==> src/rtl/fft_frame_sequencer.sv <==
// rtl/fft_frame_sequencer.sv - collects ADC samples into frames and launches them into an FFT with a watchdog.
// Optional overrun counter is built only when FFT_SEQ_OVERRUN_CNT_EN is defined.
module fft_frame_sequencer #(
  parameter int N_POINTS    = 8,
  parameter int SAMPLE_W    = 32,
  parameter int TIMEOUT_CYC = 1024
) (
  input  logic                         adc_clk,
  input  logic                         reset,
  input  logic [SAMPLE_W-1:0]          sample_in,
  input  logic                         sample_valid,
  input  logic                         fft_done,
  output logic                         fft_start,
  output logic [N_POINTS*SAMPLE_W-1:0] fft_frame,
  output logic                         busy,
  output logic                         frame_pending,
  output logic [15:0]                  overrun_cnt,
  output logic                         timeout_err
);

  localparam int IDX_W = (N_POINTS > 1) ? $clog2(N_POINTS) : 1;
  localparam int WD_W  = (TIMEOUT_CYC > 1) ? $clog2(TIMEOUT_CYC) : 1;
  localparam logic [IDX_W-1:0] IDX_LAST = IDX_W'(N_POINTS - 1);
  localparam logic [WD_W-1:0]  WD_LAST  = WD_W'(TIMEOUT_CYC - 1);

  typedef enum logic [1:0] {
    IDLE   = 2'd0,
    LAUNCH = 2'd1,
    BUSY   = 2'd2
  } state_t;

  state_t                         state;
  state_t                         next_state;
  logic [IDX_W-1:0]               idx;
  logic [WD_W-1:0]                wd;
  logic [SAMPLE_W-1:0]            fill_buf [N_POINTS];
  logic [N_POINTS*SAMPLE_W-1:0]   pending_buf;
  logic [N_POINTS*SAMPLE_W-1:0]   complete_frame;
  logic                           frame_done;
  logic                           consume;
  logic                           timeout_hit;

  assign frame_done = sample_valid && (idx == IDX_LAST);

  // The last sample bypasses the fill buffer so the frame is complete in the same cycle.
  always_comb begin
    complete_frame = '0;
    for (int k = 0; k < N_POINTS; k++) begin
      if (k == N_POINTS - 1)
        complete_frame[k*SAMPLE_W +: SAMPLE_W] = sample_in;
      else
        complete_frame[k*SAMPLE_W +: SAMPLE_W] = fill_buf[k];
    end
  end

  always_ff @(posedge adc_clk) begin
    if (!reset && sample_valid)
      fill_buf[idx] <= sample_in;
  end

  always_ff @(posedge adc_clk) begin
    if (reset)
      idx <= '0;
    else if (sample_valid)
      idx <= (idx == IDX_LAST) ? '0 : idx + 1'b1;
  end

  always_comb begin
    next_state  = state;
    fft_start   = 1'b0;
    busy        = 1'b0;
    consume     = 1'b0;
    timeout_hit = 1'b0;
    case (state)
      IDLE: begin
        if (frame_pending) begin
          consume    = 1'b1;
          next_state = LAUNCH;
        end
      end
      LAUNCH: begin
        fft_start  = 1'b1;
        next_state = BUSY;
      end
      BUSY: begin
        busy = 1'b1;
        if (fft_done) begin
          next_state = IDLE;
        end else if (wd == WD_LAST) begin
          timeout_hit = 1'b1;
          next_state  = IDLE;
        end
      end
      default: next_state = IDLE;
    endcase
  end

  always_ff @(posedge adc_clk) begin
    if (reset) begin
      state         <= IDLE;
      wd            <= '0;
      fft_frame     <= '0;
      frame_pending <= 1'b0;
      pending_buf   <= '0;
      timeout_err   <= 1'b0;
    end else begin
      state <= next_state;
      if (state == BUSY && next_state == BUSY)
        wd <= wd + 1'b1;
      else
        wd <= '0;
      if (consume)
        fft_frame <= pending_buf;
      // A newly completed frame always wins over the one being consumed or overwritten.
      if (frame_done) begin
        pending_buf   <= complete_frame;
        frame_pending <= 1'b1;
      end else if (consume) begin
        frame_pending <= 1'b0;
      end
      if (timeout_hit)
        timeout_err <= 1'b1;
    end
  end

`ifdef FFT_SEQ_OVERRUN_CNT_EN
  logic [15:0] overrun_q;

  always_ff @(posedge adc_clk) begin
    if (reset)
      overrun_q <= '0;
    else if (frame_done && frame_pending && !consume && overrun_q != 16'hFFFF)
      overrun_q <= overrun_q + 16'd1;
  end

  assign overrun_cnt = overrun_q;
`else
  assign overrun_cnt = 16'd0;
`endif

endmodule
==> config.mk <==
export PLATFORM = sky130hd
export DESIGN_NAME = fft_frame_sequencer
export DESIGN_NICKNAME = d
export VERILOG_FILES = /design/src/rtl/fft_frame_sequencer.sv
export SDC_FILE = /design/constraint.sdc
export NUM_CORES = 1
export LEC_CHECK = 0
export ABC_CLOCK_PERIOD_IN_PS = 5000
export BUFFER_PORTS_ARGS = -buffer_cell sky130_fd_sc_hd__clkbuf_2
export CAP_MARGIN = 20
export CORE_ASPECT_RATIO = 0.7
export CORE_MARGIN = 10
export CORE_UTILIZATION = 55
export DETAILED_ROUTE_END_ITERATION = 10
export PLACE_DENSITY = 0.72
export SLEW_MARGIN = 10
export SYNTH_ARGS = -nofsm -noshare
export SYNTH_HDL_FRONTEND = slang
export SYNTH_SLANG_ARGS = --single-unit
==> constraint.sdc <==
create_clock -name adc_clk -period 5 [get_ports adc_clk]
set_clock_uncertainty 0.15 [all_clocks]
set_input_delay 0 -clock adc_clk [delete_from_list [all_inputs] [get_ports adc_clk]]
set_output_delay 0 -clock adc_clk [all_outputs]
set_load 0.05 [all_outputs]
==> results_tabular.tex, run 1 <==
\begin{tabular}{lr}
\hline
Metric & Value \\
\hline
\multicolumn{2}{l}{\textbf{Synth}} \\
\quad Area share of the largest cell type after synthesis & between 40\% and 50\% \\
\quad Number of warnings printed during yosys synthesis & 0 \\
\quad Biggest area contributors in the synthesized netlist & sky130\_fd\_sc\_hd\_\_dfxtp\_1, sky130\_fd\_sc\_hd\_\_edfxtp\_1, sky130\_fd\_sc\_hd\_\_nand2\_1, sky130\_fd\_sc\_hd\_\_a21oi\_1, sky130\_fd\_sc\_hd\_\_clkbuf\_1 \\
\quad Leading area contributor after synthesis & sky130\_fd\_sc\_hd\_\_dfxtp\_1 \\
\quad Post-Synthesis Cells & roughly 2600 \\
\quad Adder and majority gate portion of the synthesized area & 0.150\% \\
\quad Sequential share of the synthesized area & 69.2\% \\
\quad Post-synth ARST share & 0\% \\
\quad Xor and xnor area share after synthesis & less than 1\% \\
\quad Combinational family with the most area after synthesis & simple AND/OR/NAND/NOR gates \\
\quad Count of unique library cells instantiated by Yosys & 36 \\
\quad Primary flip-flop cell chosen by synthesis mapping & sky130\_fd\_sc\_hd\_\_dfxtp\_1 \\
\quad Mean cell area of the mapped netlist & 9.79 sq um \\
\quad Mapped Area & about 25000 sq um \\
\quad Number of storage elements in the synthesis netlist & $\sim$750 \\
\quad Number of enable flip-flop cells after synthesis & roughly 220 \\
\quad Share of synthesized cell area in and, or, nand and nor gates & between 10\% and 20\% \\
\quad Mux share of post-synthesis cell area & less than 1\% \\
\quad Synth Area in Compound Gates & 10.6\% \\
\multicolumn{2}{l}{\textbf{STA}} \\
\quad Number of slew-limit violations in the final report & 0 \\
\quad Hold\_ws & roughly 150 ps \\
\quad Transition time at the pin with the least slew margin & about 1000 ps \\
\quad Setup repair after global routing missed its margin & no \\
\quad Period utilisation layout & between 50\% and 60\% \\
\quad Fmax & approximately 360 MHz \\
\quad Min Tclk post-route & approximately 2800 ps \\
\quad Setup TNS & 0 ps \\
\quad Final Hold Viols & 0 \\
\quad Final setup violation count & 0 \\
\quad Max-slew headroom & 30.2\% \\
\multicolumn{2}{l}{\textbf{Worst setup path}} \\
\quad Worst Path Class, Setup & flop to flop \\
\quad Worst endpoint required time & between 5000 and 6000 ps \\
\quad Crit. End Element & flop \\
\quad Worst EP arrival & 3110 ps \\
\quad Worst-path maximum fanout & between 90 and 100 \\
\quad Startpoint class of the critical path & flop \\
\multicolumn{2}{l}{\textbf{Power}} \\
\quad Clock share of power & between 40\% and 50\% \\
\quad Total power divided by cell area & just under 400 nW/um\^{}2 \\
\quad Pleak & 10.1 nW \\
\quad Logic gate share of total power & roughly 2.1\% \\
\quad Internal power of the cells & a little over 9 mW \\
\quad Net switching share of the total power & roughly a fifth \\
\quad Highest ir drop seen on vdd & around 0.00028 V \\
\quad Register share of total power & a little over half \\
\quad Total net switching power & around 2.4 mW \\
\multicolumn{2}{l}{\textbf{Clock tree}} \\
\quad CTS Buf Count & between 60 and 70 \\
\quad Worst-case clock buffer depth & 3 \\
\quad Clock transition at the register clock pins on the worst setup and hold paths after CTS & about 60 ps \\
\quad Resized Gates After CTS & 0 \\
\quad CTS HTree Levels & 3 \\
\quad CTS tree & done \\
\quad CTS sink count & 753 \\
\quad Root cell of the clock tree & sky130\_fd\_sc\_hd\_\_clkbuf\_16 \\
\quad Source-to-sink clock delay at the later pin of the worst-skew pair & between 500 and 600 ps \\
\multicolumn{2}{l}{\textbf{Worst hold path}} \\
\quad Tightest Hold Check Type & primary input to flop \\
\multicolumn{2}{l}{\textbf{Global routing}} \\
\quad Antenna violations before repair & 6 \\
\quad Wire length of the first global-routing pass & between 90 and 100 mm \\
\quad Final global-route overflow total & 0 \\
\quad Via count of the first global-routing pass & about 18000 \\
\quad Pin count of the biggest net entering global routing & 220 \\
\quad All-Layer GR Usage & a little under a quarter \\
\multicolumn{2}{l}{\textbf{Drt}} \\
\quad Detailed-router iteration count before antenna repair & 5 \\
\quad Number of design-rule violations left by the first detailed-router iteration & 1896 \\
\quad Via density & about 5.4 \\
\quad Final routed wirelength across all metal layers & $\sim$65 mm \\
\quad Number of design rule violations left after detail routing & 0 \\
\quad Antenna violation net count after detailed routing & 0 \\
\quad Wire length per cell & about 19 um \\
\quad Total via count in the routed design & 18510 \\
\multicolumn{2}{l}{\textbf{Layout}} \\
\quad Leading cell type in the layout, fill and taps excluded & sky130\_fd\_sc\_hd\_\_nand2\_1 \\
\quad Most frequent cells in the layout & sky130\_fd\_sc\_hd\_\_nand2\_1, sky130\_fd\_sc\_hd\_\_dfxtp\_1, sky130\_fd\_sc\_hd\_\_a21oi\_1 \\
\quad Footprint of the multi-input gates & approximately 7000 sq um \\
\quad Share of post-route cells with drive strength above 1 & between 10\% and 20\% \\
\quad Area growth, synth to finish & 16.9\% \\
\quad Sequential cell area & about 17000 sq um \\
\quad Fillers & $\sim$3600 \\
\quad Number of nets at the end of the flow & $\sim$2800 \\
\multicolumn{2}{l}{\textbf{Floorplan}} \\
\quad Initial core utilization & 55.6\% \\
\quad Floorplan Core Area & between 40000 and 50000 sq um \\
\quad Horizontal extent of the die & 275 um \\
\quad Number of ports placed on the die boundary & roughly 310 \\
\quad Std-Cell Rows & 65 \\
\quad Die Ht & around 200 um \\
\quad Total Die Area & 54500 sq um \\
\multicolumn{2}{l}{\textbf{Status}} \\
\quad Result of the run & finished clean \\
\multicolumn{2}{l}{\textbf{Place}} \\
\quad Number of input and output port buffers inserted & a little under 300 \\
\quad HPWL reported at the end of detailed placement & between 30 and 40 mm \\
\quad RD Place Congestion & 0.806 \\
\multicolumn{2}{l}{\textbf{Run}} \\
\quad Maxcap violations & 0 \\
\hline
\end{tabular}
==> final cells by class <==
type,instances,share of cell area [%]
diodes,4,0.0342
clock buffers,103,6.73
clock inverters,19,0.514
inverters,6,0.0770
multi-input cells,1622,23.8
flip-flops and latches,753,59.2
well taps,603,2.58
repair buffers,348,7.01
==> layer usage <==
metal / wire length [um] / global-route usage [%] / vias to the layer above / share of wire (%)
li1: - / - / 8869 / -
met1: 26700 / 30.0 / 8905 / 41
met2: 31400 / 38.6 / 630 / 48
met3: 5600 / 5.12 / 106 / 8.6
met4: 1770 / 8.16 / 0 / 2.7
met5: 0 / 0 / - / 0
==> final timing paths <==
path / start / to / slack, ps / cells after the start
max: idx[0] / pending_buf[252] / 2230 / 6
min: fft_done / wd[8] / 150 / 4
max reg2reg: idx[0] / pending_buf[252] / 2230 / 6
min reg2reg: timeout_err / timeout_err / 300 / 2
==> registers in the layout, indices dropped and copies added, names as in the netlist <==
register / count
fft_frame: 256
fill_buf: 224
frame_pending: 1
idx: 3
pending_buf: 256
state: 2
timeout_err: 1
wd: 10
==> cells by family after synthesis <==
family	count (synthesis)
adders and majority gates	3
and+or+nand+nor	1070
other	1
muxes	2
buffers and inverters	195
AOI/OAI and AO/OA	528
DFF	753
xor gates and xnor gates	3
==> Yosys cell counts (all sizes together) (2+ instances only) <==
| master | n |
|---|---|
| edfxtp | 224 |
| clkbuf | 119 |
| nand2b | 3 |
| ha | 3 |
| or4 | 2 |
| or3b | 2 |
| nand2 | 1029 |
| inv | 6 |
| nor2 | 12 |
| or3 | 4 |
| nand4 | 3 |
| o21ai | 5 |
| xnor2 | 2 |
| dfxtp | 529 |
| a21oi | 518 |
| mux2i | 2 |
| nor4 | 2 |
| nand3 | 3 |
| buf | 70 |
| nor3 | 3 |
==> stage by stage <==
stage | worst slack, ps | cell area, sq um | power [mW] | utilization (%) | cells
after global placement | 2360 | 26700 | 6.67 | 59.5 | 3296
after global routing | 2030 | 29200 | 11.9 | 65.0 | 3454
final | 2230 | 29200 | 11.6 | 65.0 | 3458
after detailed placement | 2250 | 26700 | 6.67 | 59.5 | 3296
after floorplan | 781 | 25100 | 6.56 | - | 2570
after CTS | 2240 | 29200 | 11.6 | 65.0 | 3454
==> critical path, cell delays in order, from the launching register on <==
cell,delay [ps]
sky130_fd_sc_hd__dfxtp_1,510
sky130_fd_sc_hd__ha_1,210
sky130_fd_sc_hd__ha_1,250
sky130_fd_sc_hd__and2_4,790
sky130_fd_sc_hd__buf_12,410
sky130_fd_sc_hd__nand2_1,110
sky130_fd_sc_hd__a21oi_1,160
==> what timing repair did <==
action | 4_1_cts | 5_1_grt
hold endpoints to repair | 409 | 0
setup buffers | 0 | 0
hold buffers | 36 | 0
==> power groups by stage <==
stage / registers, mW / clock network (mW) / logic [mW]
floorplan: 6.45 / 0 / 0.109
global route: 6.32 / 5.30 / 0.255
global placement: 6.45 / 0 / 0.218
detailed placement: 6.45 / 0 / 0.219
finish: 6.32 / 4.99 / 0.244
CTS: 6.32 / 5.06 / 0.242
(Power assumes the default switching activity.)
==> run 2: changes to the inputs <==
--- a/config.mk
+++ b/config.mk
@@ -5,7 +5,8 @@
 export SDC_FILE = /design/constraint.sdc
 export NUM_CORES = 1
 export LEC_CHECK = 0
-export ABC_CLOCK_PERIOD_IN_PS = 5000
+export ABC_AREA = 1
+export ABC_CLOCK_PERIOD_IN_PS = 2900
 export BUFFER_PORTS_ARGS = -buffer_cell sky130_fd_sc_hd__clkbuf_2
 export CAP_MARGIN = 20
 export CORE_ASPECT_RATIO = 0.7
==> constraint.sdc (replaced) <==
create_clock -name adc_clk -period 2.9 [get_ports adc_clk]
set_clock_uncertainty 0.15 [all_clocks]
set_input_delay 0 -clock adc_clk [delete_from_list [all_inputs] [get_ports adc_clk]]
set_output_delay 0 -clock adc_clk [all_outputs]
set_load 0.05 [all_outputs]
==> results_tabular.tex, run 2 <==
\begin{tabular}{lr}
\hline
Metric & Value \\
\hline
\multicolumn{2}{l}{\textbf{Worst setup path}} \\
\quad Startpoint class of the critical path & flop \\
\quad Worst endpoint required time & between 3000 and 4000 ps \\
\quad Crit path to & pending\_buf[234] \\
\quad Worst EP arrival & 2550 ps \\
\quad Origin of the critical flop-to-flop path & idx[0] \\
\quad Critical Path Start & idx[0] \\
\quad Crit. End Element & flop \\
\quad R2R depth & 6 \\
\quad Endpoint of the worst-slack reg-to-reg timing path & pending\_buf[234] \\
\quad Internal reg-to-reg setup slack & approximately 700 ps \\
\quad Worst Path Class, Setup & flop to flop \\
\quad Worst-path maximum fanout & 69 \\
\multicolumn{2}{l}{\textbf{Layout}} \\
\quad Sequential cell area & roughly 17000 sq um \\
\quad Leading cell type in the layout, fill and taps excluded & sky130\_fd\_sc\_hd\_\_nor2\_1 \\
\quad Footprint of the multi-input gates & roughly 6900 sq um \\
\quad Area growth, synth to finish & 17.2\% \\
\quad Most frequent cells in the layout & sky130\_fd\_sc\_hd\_\_nor2\_1, sky130\_fd\_sc\_hd\_\_dfxtp\_1, sky130\_fd\_sc\_hd\_\_o21ai\_0 \\
\quad Biggest regs & fft\_frame: 256 flops, pending\_buf: 256 flops, fill\_buf: 224 flops \\
\quad Share of post-route cells with drive strength above 1 & between 10\% and 20\% \\
\quad Fillers & $\sim$3500 \\
\quad Number of nets at the end of the flow & between 2000 and 3000 \\
\multicolumn{2}{l}{\textbf{STA}} \\
\quad Period utilisation layout & 75.8\% \\
\quad Max-slew headroom & roughly 37\% \\
\quad Number of slew-limit violations in the final report & 0 \\
\quad Final Hold Viols & 0 \\
\quad Fmax & between 400 and 500 MHz \\
\quad Transition time at the pin with the least slew margin & $\sim$940 ps \\
\quad Setup TNS & 0 ps \\
\quad Min Tclk post-route & 2200 ps \\
\quad Final setup violation count & 0 \\
\quad Setup repair after global routing missed its margin & no \\
\multicolumn{2}{l}{\textbf{Synth}} \\
\quad Synth top cells by count & sky130\_fd\_sc\_hd\_\_nor2\_1, sky130\_fd\_sc\_hd\_\_dfxtp\_1, sky130\_fd\_sc\_hd\_\_o21ai\_0, sky130\_fd\_sc\_hd\_\_edfxtp\_1, sky130\_fd\_sc\_hd\_\_clkbuf\_1 \\
\quad Number of warnings printed during yosys synthesis & 0 \\
\quad Mean cell area of the mapped netlist & 9.80 sq um \\
\quad Sequential share of the synthesized area & between 60\% and 70\% \\
\quad Post-synth ARST share & 0\% \\
\quad Xor and xnor area share after synthesis & 0.139\% \\
\quad Primary flip-flop cell chosen by synthesis mapping & sky130\_fd\_sc\_hd\_\_dfxtp\_1 \\
\quad Post-Synthesis Cells & about 2600 \\
\quad Combinational family with the most area after synthesis & simple AND/OR/NAND/NOR gates \\
\quad Mapped Area & between 20000 and 30000 sq um \\
\quad Adder and majority gate portion of the synthesized area & 0.149\% \\
\quad Biggest area contributors in the synthesized netlist & sky130\_fd\_sc\_hd\_\_dfxtp\_1, sky130\_fd\_sc\_hd\_\_edfxtp\_1, sky130\_fd\_sc\_hd\_\_nor2\_1, sky130\_fd\_sc\_hd\_\_o21ai\_0, sky130\_fd\_sc\_hd\_\_o21ai\_1 \\
\quad Number of enable flip-flop cells after synthesis & $\sim$220 \\
\quad Synth Area in Compound Gates & between 10\% and 20\% \\
\quad Leading area contributor after synthesis & sky130\_fd\_sc\_hd\_\_dfxtp\_1 \\
\quad Mux share of post-synthesis cell area & 0\% \\
\quad Count of unique library cells instantiated by Yosys & 25 \\
\quad Share of synthesized cell area in and, or, nand and nor gates & roughly 16\% \\
\quad Most common cell in the netlist & sky130\_fd\_sc\_hd\_\_nor2\_1 \\
\quad Area share of the largest cell type after synthesis & a little over two fifths \\
\quad Number of storage elements in the synthesis netlist & between 700 and 800 \\
\multicolumn{2}{l}{\textbf{Floorplan}} \\
\quad Total Die Area & between 50000 and 60000 sq um \\
\quad Std-Cell Rows & 65 \\
\quad Floorplan Core Area & between 40000 and 50000 sq um \\
\quad Die Ht & 199 um \\
\quad Horizontal extent of the die & between 200 and 300 um \\
\quad Initial core utilization & between 50 and 60\% \\
\quad Number of ports placed on the die boundary & roughly 310 \\
\multicolumn{2}{l}{\textbf{Drt}} \\
\quad Detailed route wirelength on metal3 & 6.25 mm \\
\quad Total via count in the routed design & roughly 18000 \\
\quad Final routed wirelength across all metal layers & between 60 and 70 mm \\
\quad Number of design rule violations left after detail routing & 0 \\
\quad Total met2 wirelength after detailed routing & between 30 and 40 mm \\
\quad Antenna violation net count after detailed routing & 0 \\
\quad Metal-1 WL & 27.0 mm \\
\quad Wire length per cell & $\sim$19 um \\
\quad Detailed-router iteration count before antenna repair & 5 \\
\quad Number of design-rule violations left by the first detailed-router iteration & slightly below 2000 \\
\quad Via density & roughly 5.3 \\
\quad Highest metal layer used by the detailed router & met4 \\
\multicolumn{2}{l}{\textbf{Power}} \\
\quad Pleak & between 10 and 15 nW \\
\quad Clock share of power & 43.0\% \\
\quad Net switching share of the total power & between 20\% and 30\% \\
\quad Total net switching power & 4.40 mW \\
\quad Register share of total power & between 50\% and 60\% \\
\quad Logic gate share of total power & $\sim$4\% \\
\quad Total design power & roughly 21 mW \\
\quad Total power divided by cell area & between 600 and 700 nW/um\^{}2 \\
\quad Highest ir drop seen on vdd & 0.000409 V \\
\quad Internal power of the cells & roughly 16 mW \\
\multicolumn{2}{l}{\textbf{Clock tree}} \\
\quad Clock transition at the register clock pins on the worst setup and hold paths after CTS & $\sim$60 ps \\
\quad CTS Buf Count & 68 \\
\quad Root cell of the clock tree & sky130\_fd\_sc\_hd\_\_clkbuf\_16 \\
\quad CTS HTree Levels & 3 \\
\quad Number of buffers added for setup after CTS & 0 \\
\quad CTS tree & done \\
\quad Worst-case clock buffer depth & 3 \\
\quad CTS sink count & $\sim$750 \\
\quad Source-to-sink clock delay at the later pin of the worst-skew pair & between 500 and 600 ps \\
\multicolumn{2}{l}{\textbf{Place}} \\
\quad Number of input and output port buffers inserted & roughly 300 \\
\quad RD Place Congestion & 0.803 \\
\quad HPWL reported at the end of detailed placement & between 40 and 50 mm \\
\multicolumn{2}{l}{\textbf{Global routing}} \\
\quad Antenna violations before repair & 13 \\
\quad Via count of the first global-routing pass & roughly 17000 \\
\quad Pin count of the biggest net entering global routing & approximately 160 \\
\quad All-Layer GR Usage & 23.4\% \\
\quad Final global-route overflow total & 0 \\
\quad Wire length of the first global-routing pass & roughly 100 mm \\
\multicolumn{2}{l}{\textbf{Worst hold path}} \\
\quad Number of cells on the worst hold path & 3 \\
\quad Tightest Hold Check Type & primary input to flop \\
\multicolumn{2}{l}{\textbf{Run}} \\
\quad Maxcap violations & 0 \\
\multicolumn{2}{l}{\textbf{Status}} \\
\quad Result of the run & finished clean \\
\hline
\end{tabular}
==> run 2: cell count changes after synthesis, sizes merged, moves of 3 or more <==
cell and change:
nor2 +1038, nand2 -1002, a21oi -512, o21ai +509
clkbuf -31, buf +27, inv +12, or3 -4
nand2b -3, nand3 +3
==> run 2: power groups by stage <==
stage | clock network, mW | registers (mW) | logic, mW
after floorplan | 0 | 11.3 | 0.395
after global placement | 0 | 11.2 | 0.752
after detailed placement | 0 | 11.2 | 0.760
after CTS | 8.97 | 11.0 | 0.804
after global routing | 9.46 | 11.0 | 0.874
final | 8.87 | 11.0 | 0.809
==> run 2: worst min-delay path by stage <==
| stage | start | to | slack [ps] |
|---|---|---|---|
| finish | reset | state[0] | 230 |
| floorplan | reset | frame_pending | -80 |
| global route | sample_valid | idx[0] | 220 |
| detailed placement | fft_done | timeout_err | 180 |
| global placement | fft_done | timeout_err | 160 |
| CTS | reset | state[0] | 180 |
==> run 2: cell type report <==
cell class / count / area share [%]
antenna: 2 / 0.0169
clock buffer: 105 / 7.15
clock inverter: 18 / 0.432
inverter: 18 / 0.305
multi-input combinational: 1630 / 23.4
sequential: 753 / 58.6
tap: 603 / 2.55
timing repair buffer: 362 / 7.47
==> run 2: logic make-up after synthesis <==
family / Yosys count
buffers and inverters: 203
adders and majority gates: 3
xor gates and xnor gates: 4
and+or+nand+nor: 1086
AOI/OAI and AO/OA: 521
DFF: 753
other: 1
==> run 2: per-layer routing <==
metal  vias up  global-route usage [%]
met2       703                    38.3
li1       8926                       -
met3       112                    5.37
met4         0                    6.65
met1      8719                    30.8
met5         -                       0
==> run 2: what timing repair did <==
action	CTS	global route
hold endpoints to repair	303	0
hold buffers	36	0
resized for setup	0	0
==> run 2: per-stage QoR <==
step	area, sq um	utilization (%)	cells	setup WS [ps]	hold slack (ps)
after global placement	26900	59.7	3330	825	165
after detailed placement	26900	59.7	3330	752	183
after CTS	29500	65.4	3489	743	181
after global routing	29500	65.4	3489	570	225
final	29500	65.4	3491	703	225
after floorplan	25300	-	2586	470	-77.6
==> run 2: worst max-delay path: stages (launching register included) <==
cell and delay, ps:
sky130_fd_sc_hd__dfxtp_1 330, sky130_fd_sc_hd__ha_1 200, sky130_fd_sc_hd__ha_1 240, sky130_fd_sc_hd__nand2_8 230
sky130_fd_sc_hd__buf_4 550, sky130_fd_sc_hd__o21ai_0 230, sky130_fd_sc_hd__nor2_1 150
